**src/rtl/interrupt_pkg.sv**
```systemverilog
// Shared types and constants for the 68000 interrupt sequencing front end.
package interrupt_pkg;

  localparam int LEVEL_W    = 3;
  localparam int NUM_LEVELS = 7;
  localparam logic [LEVEL_W-1:0] NMI_LEVEL = 3'd7;

  typedef enum logic {
    IDLE,
    RESP
  } state_t;

  typedef enum logic [1:0] {
    RSP_VEC,
    RSP_AUTO,
    RSP_BERR
  } resp_t;

endpackage

```
**src/rtl/interrupt_encoder.sv**
```systemverilog
// Combinational active-low priority encoder: highest asserted a_n bit wins.
module interrupt_encoder
  import interrupt_pkg::*;
(
  input  logic [NUM_LEVELS-1:0] a_n,
  output logic [LEVEL_W-1:0]    y_n
);

  always_comb begin
    y_n = '1;
    // Ascending scan so the highest active level overwrites lower ones.
    for (int i = 0; i < NUM_LEVELS; i++) begin
      if (!a_n[i]) y_n = ~LEVEL_W'(i + 1);
    end
  end

endmodule

```
**src/rtl/interrupt_controller.sv**
```systemverilog
// Synchronises IRQ lines, latches edge requests, drives IPL and answers
// the CPU interrupt-acknowledge cycle with a vector, autovector or bus error.
module interrupt_controller
  import interrupt_pkg::*;
#(
  parameter logic [7:0]            VECTOR_BASE     = 8'h40,
  parameter logic [NUM_LEVELS-1:0] EDGE_MASK       = 7'b1000000,
  parameter logic [NUM_LEVELS-1:0] AUTOVECTOR_MASK = 7'b0000000
) (
  input  logic                  clk,
  input  logic                  rst_n,
  input  logic [NUM_LEVELS-1:0] irq_n,
  input  logic                  iack,
  input  logic [LEVEL_W-1:0]    iack_level,
  output logic [LEVEL_W-1:0]    ipl_n,
  output logic [7:0]            vector,
  output logic                  vector_valid,
  output logic                  vpa_n,
  output logic                  berr_n
);

  // NMI is always edge-triggered regardless of the configured mask.
  localparam logic [NUM_LEVELS-1:0] EDGE_EFF =
    EDGE_MASK | (NUM_LEVELS'(1) << (NMI_LEVEL - 3'd1));
  localparam logic [NUM_LEVELS:0] AUTO8 = {AUTOVECTOR_MASK, 1'b0};

  logic [NUM_LEVELS-1:0] sync1, sync2, sync_d;
  logic [NUM_LEVELS-1:0] fall, pend_q, pend_vec, clr;
  logic [NUM_LEVELS:0]   pend8;
  logic [LEVEL_W-1:0]    prio_n;
  logic [LEVEL_W-1:0]    level_q;
  resp_t                 kind_q, take_kind;
  state_t                state, state_nxt;
  logic                  take;

  // Synchroniser and previous-sample register for edge detection
  always_ff @(posedge clk or negedge rst_n) begin
    if (!rst_n) begin
      sync1  <= '1;
      sync2  <= '1;
      sync_d <= '1;
    end else begin
      sync1  <= irq_n;
      sync2  <= sync1;
      sync_d <= sync2;
    end
  end

  // A fresh edge counts as pending in the same cycle so edge and level
  // lines share the same irq_n-to-ipl_n latency.
  assign fall     = sync_d & ~sync2;
  assign pend_vec = (EDGE_EFF & (pend_q | fall)) | (~EDGE_EFF & ~sync2);
  assign pend8    = {pend_vec, 1'b0};
  assign take     = (state == IDLE) && iack;

  always_comb begin
    clr = '0;
    for (int i = 0; i < NUM_LEVELS; i++) begin
      clr[i] = take && (iack_level == LEVEL_W'(i + 1)) && EDGE_EFF[i];
    end
  end

  // Set has priority over the acknowledge clear.
  always_ff @(posedge clk or negedge rst_n) begin
    if (!rst_n) begin
      pend_q <= '0;
    end else begin
      pend_q <= ((pend_q & ~clr) | fall) & EDGE_EFF;
    end
  end

  interrupt_encoder u_encoder (
    .a_n (~pend_vec),
    .y_n (prio_n)
  );

  always_ff @(posedge clk or negedge rst_n) begin
    if (!rst_n) begin
      ipl_n <= '1;
    end else begin
      ipl_n <= prio_n;
    end
  end

  // Response classification, captured once on entry to RESP
  always_comb begin
    take_kind = RSP_BERR;
    if (pend8[iack_level]) begin
      take_kind = AUTO8[iack_level] ? RSP_AUTO : RSP_VEC;
    end
  end

  always_ff @(posedge clk or negedge rst_n) begin
    if (!rst_n) begin
      kind_q <= RSP_BERR;
    end else if (take) begin
      kind_q <= take_kind;
    end
  end

  always_ff @(posedge clk) begin
    if (take) level_q <= iack_level;
  end

  // FSM state register
  always_ff @(posedge clk or negedge rst_n) begin
    if (!rst_n) begin
      state <= IDLE;
    end else begin
      state <= state_nxt;
    end
  end

  always_comb begin
    state_nxt = state;
    case (state)
      IDLE: if (iack)  state_nxt = RESP;
      RESP: if (!iack) state_nxt = IDLE;
      default:         state_nxt = IDLE;
    endcase
  end

  // Outputs are decoded from registered state only, so they are stable in RESP.
  always_comb begin
    vector       = 8'h00;
    vector_valid = 1'b0;
    vpa_n        = 1'b1;
    berr_n       = 1'b1;
    if (state == RESP) begin
      case (kind_q)
        RSP_VEC: begin
          vector       = VECTOR_BASE + {5'd0, level_q};
          vector_valid = 1'b1;
        end
        RSP_AUTO: vpa_n  = 1'b0;
        default:  berr_n = 1'b0;
      endcase
    end
  end

endmodule

```
**config.mk**
```make
export PLATFORM = sky130hd
export DESIGN_NAME = interrupt_controller
export DESIGN_NICKNAME = d
export VERILOG_FILES = /design/src/rtl/interrupt_pkg.sv /design/src/rtl/interrupt_encoder.sv /design/src/rtl/interrupt_controller.sv
export SDC_FILE = /design/constraint.sdc
export NUM_CORES = 1
export LEC_CHECK = 0
export CAP_MARGIN = 30
export CORE_ASPECT_RATIO = 0.7
export CORE_UTILIZATION = 48
export CTS_CLUSTER_DIAMETER = 60
export DETAILED_ROUTE_END_ITERATION = 16
export PLACE_DENSITY = 0.81
export SYNTH_ARGS = -nofsm -noshare
export SYNTH_HDL_FRONTEND = slang
export SYNTH_HIERARCHICAL = 1
export SYNTH_SLANG_ARGS = --single-unit
```
**constraint.sdc**
```tcl
create_clock -name clk -period 3.5 [get_ports clk]
set_clock_uncertainty 0.2 [all_clocks]
set_input_delay 0.35 -clock clk [delete_from_list [all_inputs] [get_ports clk]]
set_output_delay 0.35 -clock clk [all_outputs]
set_load 0.005 [all_outputs]
```
==> results.md, run 1 <==
- Status: finished clean
- Netlist Area Pre-Place: between 800 and 900 um2
- Most frequent cells in the layout: 21 x clkdlybuf4s50_1, 19 x dfstp_2, 5 x nand2_1, 5 x conb_1, 4 x inv_1
- IO Port Bufs: 21
- CTS tree: yes
- Hold wc startpoint: sync1[6]$_DFF_PN1_
- Register area share after synthesis: slightly above 70%
- Die W: roughly 53 um
- Min-Delay Endpoint: sync2[6]$_DFF_PN1_
- Antenna Nets Post-Route: 0
- First-pass GRT wire length: ~2 mm
- Final Cycle Share: 61.8%
- Number of global-route vias before repair: 499
- P per Cell Area: between 400 and 500 nW/um2
- Hold Fails Final Rpt: 0
- Detail Placement HPWL: around 1 mm
- Crit Path Max Fanout: 5
- Yosys cell types: 23
- Fillers: 133
- Share of cells above drive strength 1: between 20% and 30%
- Largest net degree at the start of global routing: 22
- Clock Sink Count: 24
- R2r endpoint: pend_q[6]$_DFF_PN0_
- Final std cells w/o fill: between 100 and 150
- WP data required: a little under 3 ns
- Most common cell after layout, fill and taps aside: clkdlybuf4s50_1
- Post-layout instance area: 1140 um2
- # nets final: 100
- Clock latency on the worst-skew pair: roughly 0.31 ns
- Crit path DAT: around 1.6 ns
- R2R setup slack: between 2 and 2.5 ns
- Max-slew violations: 0
- FF-to-FF Start: state$_DFF_PN0_
- Fin Setup TNS: 0 ns
- Least-Margin Pin Slew: between 0.8 and 0.9 ns
- FF-to-FF path depth: 3
- Cts bufs inserted: 3
- Buf+Inv Stages, Crit Path: 1
- Peak supply drop: a little under 400 uV
- CTS clk-pin slew, worst paths: approximately 0.12 ns
- Total global-route track usage: between 10% and 20%
- H-tree levels: 1
- Vias: about 530
- Leakage power: 0.000457 uW
- DRC: 0
- Hold Path Class: reg2reg
- Worst path slowest cell: clkdlybuf4s50_1
- Synth Register Bits: 24
- Mapped Cells: 64
- Area grow syn2layout: 28.1%
- Overflow after GRT: 0
- 1st-pass router iterations: 1
- DR vias/cell: slightly below 5
- RSZ-0062 raised after global routing: false
- WL/cell: about 12 um
- Postcts setup bufs: 0
- Area post-placement: 1090 um2
- First DRT Iteration DRCs: 0
- Core area: about 1700 um2
- Synth warn: 6
- Antenna Cells: 0
- Fmax: around 0.46 GHz
- IO Pins: 27
- Avg Inst Size Synth: 13.9 um2
- Critical Path, Cell by Cell: nor2b_1 > and2_1 > clkdlybuf4s50_1
- Worst-case clock buffer depth: 2
- Number of antenna violations at the first check in global routing: 0
- Hold Crit Depth: 0
- Family with the most delay on the worst path: buffers and inverters
- Final Setup Violations: 0
- Worst setup SP type: flop
- Die span in y: about 38 um
- Die area: about 2000 um2
- Slew margin rel.: 42.3%
- Routability Congestion: roughly 0.8
- Wirelength, routed: 1.33 mm
- Setup Crit Path Kind: reg2out
- Slowest Stage Delay on Critical Path: approximately 0.50 ns
- Row count: 12
- Hold buffer count at cts: 0
- Crit. End Element: primary output
- Max_cap viols: 0
- Root Driver: clkbuf_4
- Resize count post-CTS: 0
- Placed cell count: between 100 and 150
- Starting Density: 53.5%
- Crit path time final: 2.16 ns
==> layer usage <==
layer,global-route usage [%],up-vias,part of all wire [%]
met2,27.2,28,47
met1,15.1,240,39
met4,7.89,0,3.5
li1,-,250,-
met3,6.75,7,10
met5,0,-,0
==> synth_stat cells (all sizes together) <==
library cell	number	area (um2)
dfstp	19	499
buf	6	45.0
nand2	5	18.8
inv	4	15.0
and2	3	18.8
edfxtp	3	90.1
nor2	3	11.3
conb	2	7.51
dfrtp	2	50.1
mux2i	2	20.0
nor2b	2	12.5
o21ai	2	10.0
a21o	1	7.51
a21oi	1	5.00
a2bb2oi	1	15.0
a311o	1	10.0
a31oi	1	6.26
nand2b	1	6.26
nand3b	1	7.51
nor3	1	5.00
nor4b	1	15.0
o2111ai	1	8.76
or3	1	6.26
==> kinds of logic after synthesis <==
family                 Yosys count  synth area share, %
DFF                             24                 71.8
and+or+nand+nor                 18                 11.4
buffers and inverters           10                 6.74
AOI/OAI and AO/OA                8                 7.02
muxes                            2                 2.25
other                            2                0.843
==> flip-flops by register name (all words and copies together), names as in the netlist <==
signal	cells
level_q	3
sync1	7
state	1
sync_d	1
ipl_n	3
kind_q	1
pend_q	1
sync2	7
==> worst register-to-register path, cell delays in order, from the launching register on <==
cell	delay (ns)
dfrtp_1	0.41
nand2b_1	0.20
or3_1	0.37
a21o_1	0.18
==> power by group <==
part           internal [uW]  switching (uW)
clock                   87.2            78.0
combinational           31.0            22.0
sequential               306            7.57
==> through the flow <==
step                worst slack (ns)  total power (uW)  util, %  hold slack (ns)
floorplan                       2.15               339        -           -0.146
global placement                1.68               368     65.6            0.145
detailed placement              1.64               372     65.6            0.147
CTS                             1.31               540     68.5            0.165
global route                    1.21               561     68.5            0.167
finish                          1.34               531     68.5            0.163
==> worst max path at each step <==
stage	start	to	slack (ns)	cells past startpoint
2_1_floorplan	state$_DFF_PN0_	pend_q[6]$_DFF_PN0_	2.15	3
3_3_place_gp	iack_level[1]	pend_q[6]$_DFF_PN0_	1.68	4
3_5_place_dp	iack_level[1]	pend_q[6]$_DFF_PN0_	1.64	4
4_1_cts	state$_DFF_PN0_	vector[2]	1.31	3
5_1_grt	state$_DFF_PN0_	vector[2]	1.21	3
6_report	state$_DFF_PN0_	vector[2]	1.34	3
==> cell type report <==
class                   instances  area (um2)  share of cell area, %
clock buffers                   4        47.5                   4.17
inverters                       4        15.0                   1.32
multi-input cells              33         203                   17.8
flip-flops and latches         24         639                   56.0
well taps                      21        26.3                   2.30
repair buffers                 21         210                   18.4
(Power assumes the default switching activity.)
==> inputs of run 2 (changes only) <==
- CORE_UTILIZATION: 48 -> 40
- PLACE_DENSITY: 0.81 -> 0.72
- clock period: 3.5 -> 1.7 ns (I/O delays scaled with it)
==> run 2 against run 1 <==
First-iteration DRC count rose by 9. Critical endpoint is now berr_n. Via count rose by 1.9%. Sequential share of layout area fell by 2.4 points. Flip-flop and latch count did not move. Wire length fell by 0.90%. Critical path depth did not move. Combinational power rose by 120%. Total power rose by 110%. Highest routed layer unchanged. Die area rose by 19%. Sequential power rose by 110%.
==> results.md, run 2 (synthesized netlist as in run 1, its figures left out) <==
- P per Cell Area: 921 nW/um2 (+98%)
- # nets final: 105 (+5.0%)
- Die area: 2420 um2 (+19%)
- Core area: 1970 um2 (+18%)
- CTS clk-pin slew, worst paths: 0.12 ns (about the same)
- First DRT Iteration DRCs: 9 (+9)
- R2R setup slack: 0.13 ns (-1.93 ns)
- Overflow after GRT: 0 (unchanged)
- Fmax: about 0.60 GHz
- DR vias/cell: 4.42 (-9.9%)
- Number of global-route vias before repair: 521 (+4.4%)
- Routability Congestion: 0.708 (-12%)
- Largest net degree at the start of global routing: 22 (unchanged)
- Hold Path Class: in2reg
- WP data required: 1.33 ns (-1.62 ns)
- Number of antenna violations at the first check in global routing: 0 (unchanged)
- Clock Sink Count: 24 (unchanged)
- H-tree levels: 1 (unchanged)
- Family with the most delay on the worst path: flip-flops
- Most common cell after layout, fill and taps aside: dfstp_2
- IO Pins: 27 (unchanged)
- Total global-route track usage: 12.8% (-2.5 points)
- Vias: 535 (+1.9%)
- Area grow syn2layout: 33.8%
- Status: finished clean
- Buf+Inv Stages, Crit Path: 2 (+1)
- Share of cells above drive strength 1: 33.0% (+3.9 points)
- Antenna Cells: 0 (unchanged)
- WL/cell: 10.9 um (-12%)
- Worst-case clock buffer depth: 2 (unchanged)
- FF-to-FF path depth: 4 (+1)
- Row count: 13 (+1)
- Final std cells w/o fill: 121 (+13%)
- Worst setup SP type: flop
- Cts bufs inserted: 3 (unchanged)
- DRC: 0 (unchanged)
- Clock latency on the worst-skew pair: 0.30 ns (about the same)
- Detail Placement HPWL: 973 um (-4.6%)
- Most frequent cells in the layout: 19 x dfstp_2, 12 x clkdlybuf4s50_1, 6 x dlygate4sd2_1, 5 x nand2_1, 5 x conb_1
- Die span in y: 41.5 um (+9.0%)
- Max-slew violations: 0 (unchanged)
- Starting Density: 45.3% (-8.2 points)
- Slowest Stage Delay on Critical Path: 0.58 ns (+0.08 ns)
- Fillers: 156 (+17%)
- Antenna Nets Post-Route: 0 (unchanged)
- Root Driver: clkbuf_4
- Critical path depth: 3 (unchanged)
- Crit Path Max Fanout: 2 (-3)
- Peak supply drop: 508 uV (+28%)
- Hold Crit Depth: 1 (+1)
- Final Setup Violations: 0 (unchanged)
- Placed cell count: 114 (+11%)
- Crit path DAT: 1.29 ns (-0.32 ns)
- Final Cycle Share: between 90% and 100%
- Die W: 58.4 um (+9.2%)
- Leakage power: 0.000508 uW (+11%)
- IO Port Bufs: 21 (unchanged)
- First-pass GRT wire length: 2.21 mm (+8.5%)
- RSZ-0062 raised after global routing: true
- Hold Fails Final Rpt: 0 (unchanged)
- Top Registers: sync1 x7, sync2 x7
- Max_cap viols: 0 (unchanged)
- Crit. End Element: primary output
- 1st-pass router iterations: 4 (+3)
- Crit path time final: roughly 1.7 ns
- Setup Crit Path Kind: reg2out
- CTS tree: yes
- Wirelength, routed: 1.32 mm (-0.90%)
- Fin Setup TNS: 0 ns (unchanged)
- Worst path slowest cell: dfstp_2
- Critical Path, Cell by Cell: buf_4 > nand2_1 > dlygate4sd2_1
## run 2: changes by cell type in the layout (fill, tap and decap cells not counted), sizes merged
| cell | delta |
|---|---|
| buf | +4 |
| clkdlybuf4s15 | +3 |
| clkdlybuf4s50 | -9 |
| dlygate4sd2 | +6 |
| dlygate4sd3 | +1 |
## run 2: layer usage
metal	routed length [um]	track usage [%]	up-vias
li1	-	-	254
met3	169	7.17	2
met1	523	14.0	243
met5	0	0	-
met4	21	4.76	0
met2	602	20.7	36
## run 2: worst register-to-register path, stage by stage, from the launching register on
cell and delay [ns]:
dfrtp_1 0.40, buf_4 0.13, nand2b_1 0.20, or3_1 0.37
a21o_1 0.18
## run 2: final cells by class
class	instances	area [um2]	area share (%)
sequential	24	639	53.6
timing repair buffer	26	243	20.4
multi-input combinational	33	210	17.6
clock buffer	4	47.5	3.99
tap	30	37.5	3.15
inverter	4	15.0	1.26
## run 2: timing repair
action | in CTS | in global routing
hold endpoints to repair | 2 | 0
hold buffers | 1 | 0
endpoints found under the setup margin | 9 | 1
buffers inserted | 2 | 0
gates resized for setup | 14 | 0
## run 2: per-stage QoR
step	power [uW]	instance area (um2)	setup slack [ns]	hold slack [ns]	util (%)
finish	1100	1190	0.0427	0.0561	60.6
global route	1150	1190	-0.00783	0.0305	60.6
CTS	1120	1190	0.0247	0.0415	60.6
detailed placement	768	1120	0.00700	0.147	56.9
global placement	763	1120	0.0660	0.146	56.9
floorplan	698	902	0.348	-0.326	-
## run 2: path summary, 6_finish.rpt
kind	from	to
max in group asynchronous	rst_n	sync_d[6]$_DFF_PN1_
min in group asynchronous	rst_n	pend_q[6]$_DFF_PN0_
max reg2reg	state$_DFF_PN0_	pend_q[6]$_DFF_PN0_
min	irq_n[0]	sync1[0]$_DFF_PN1_
max	kind_q[1]$_DFFE_PN1P_	berr_n
min reg2reg	sync1[0]$_DFF_PN1_	sync2[0]$_DFF_PN1_
## run 2: where the power goes
group	switching, uW	internal (uW)
registers	15.1	629
logic	49.1	67.7
clock network	158	179
total	222	877
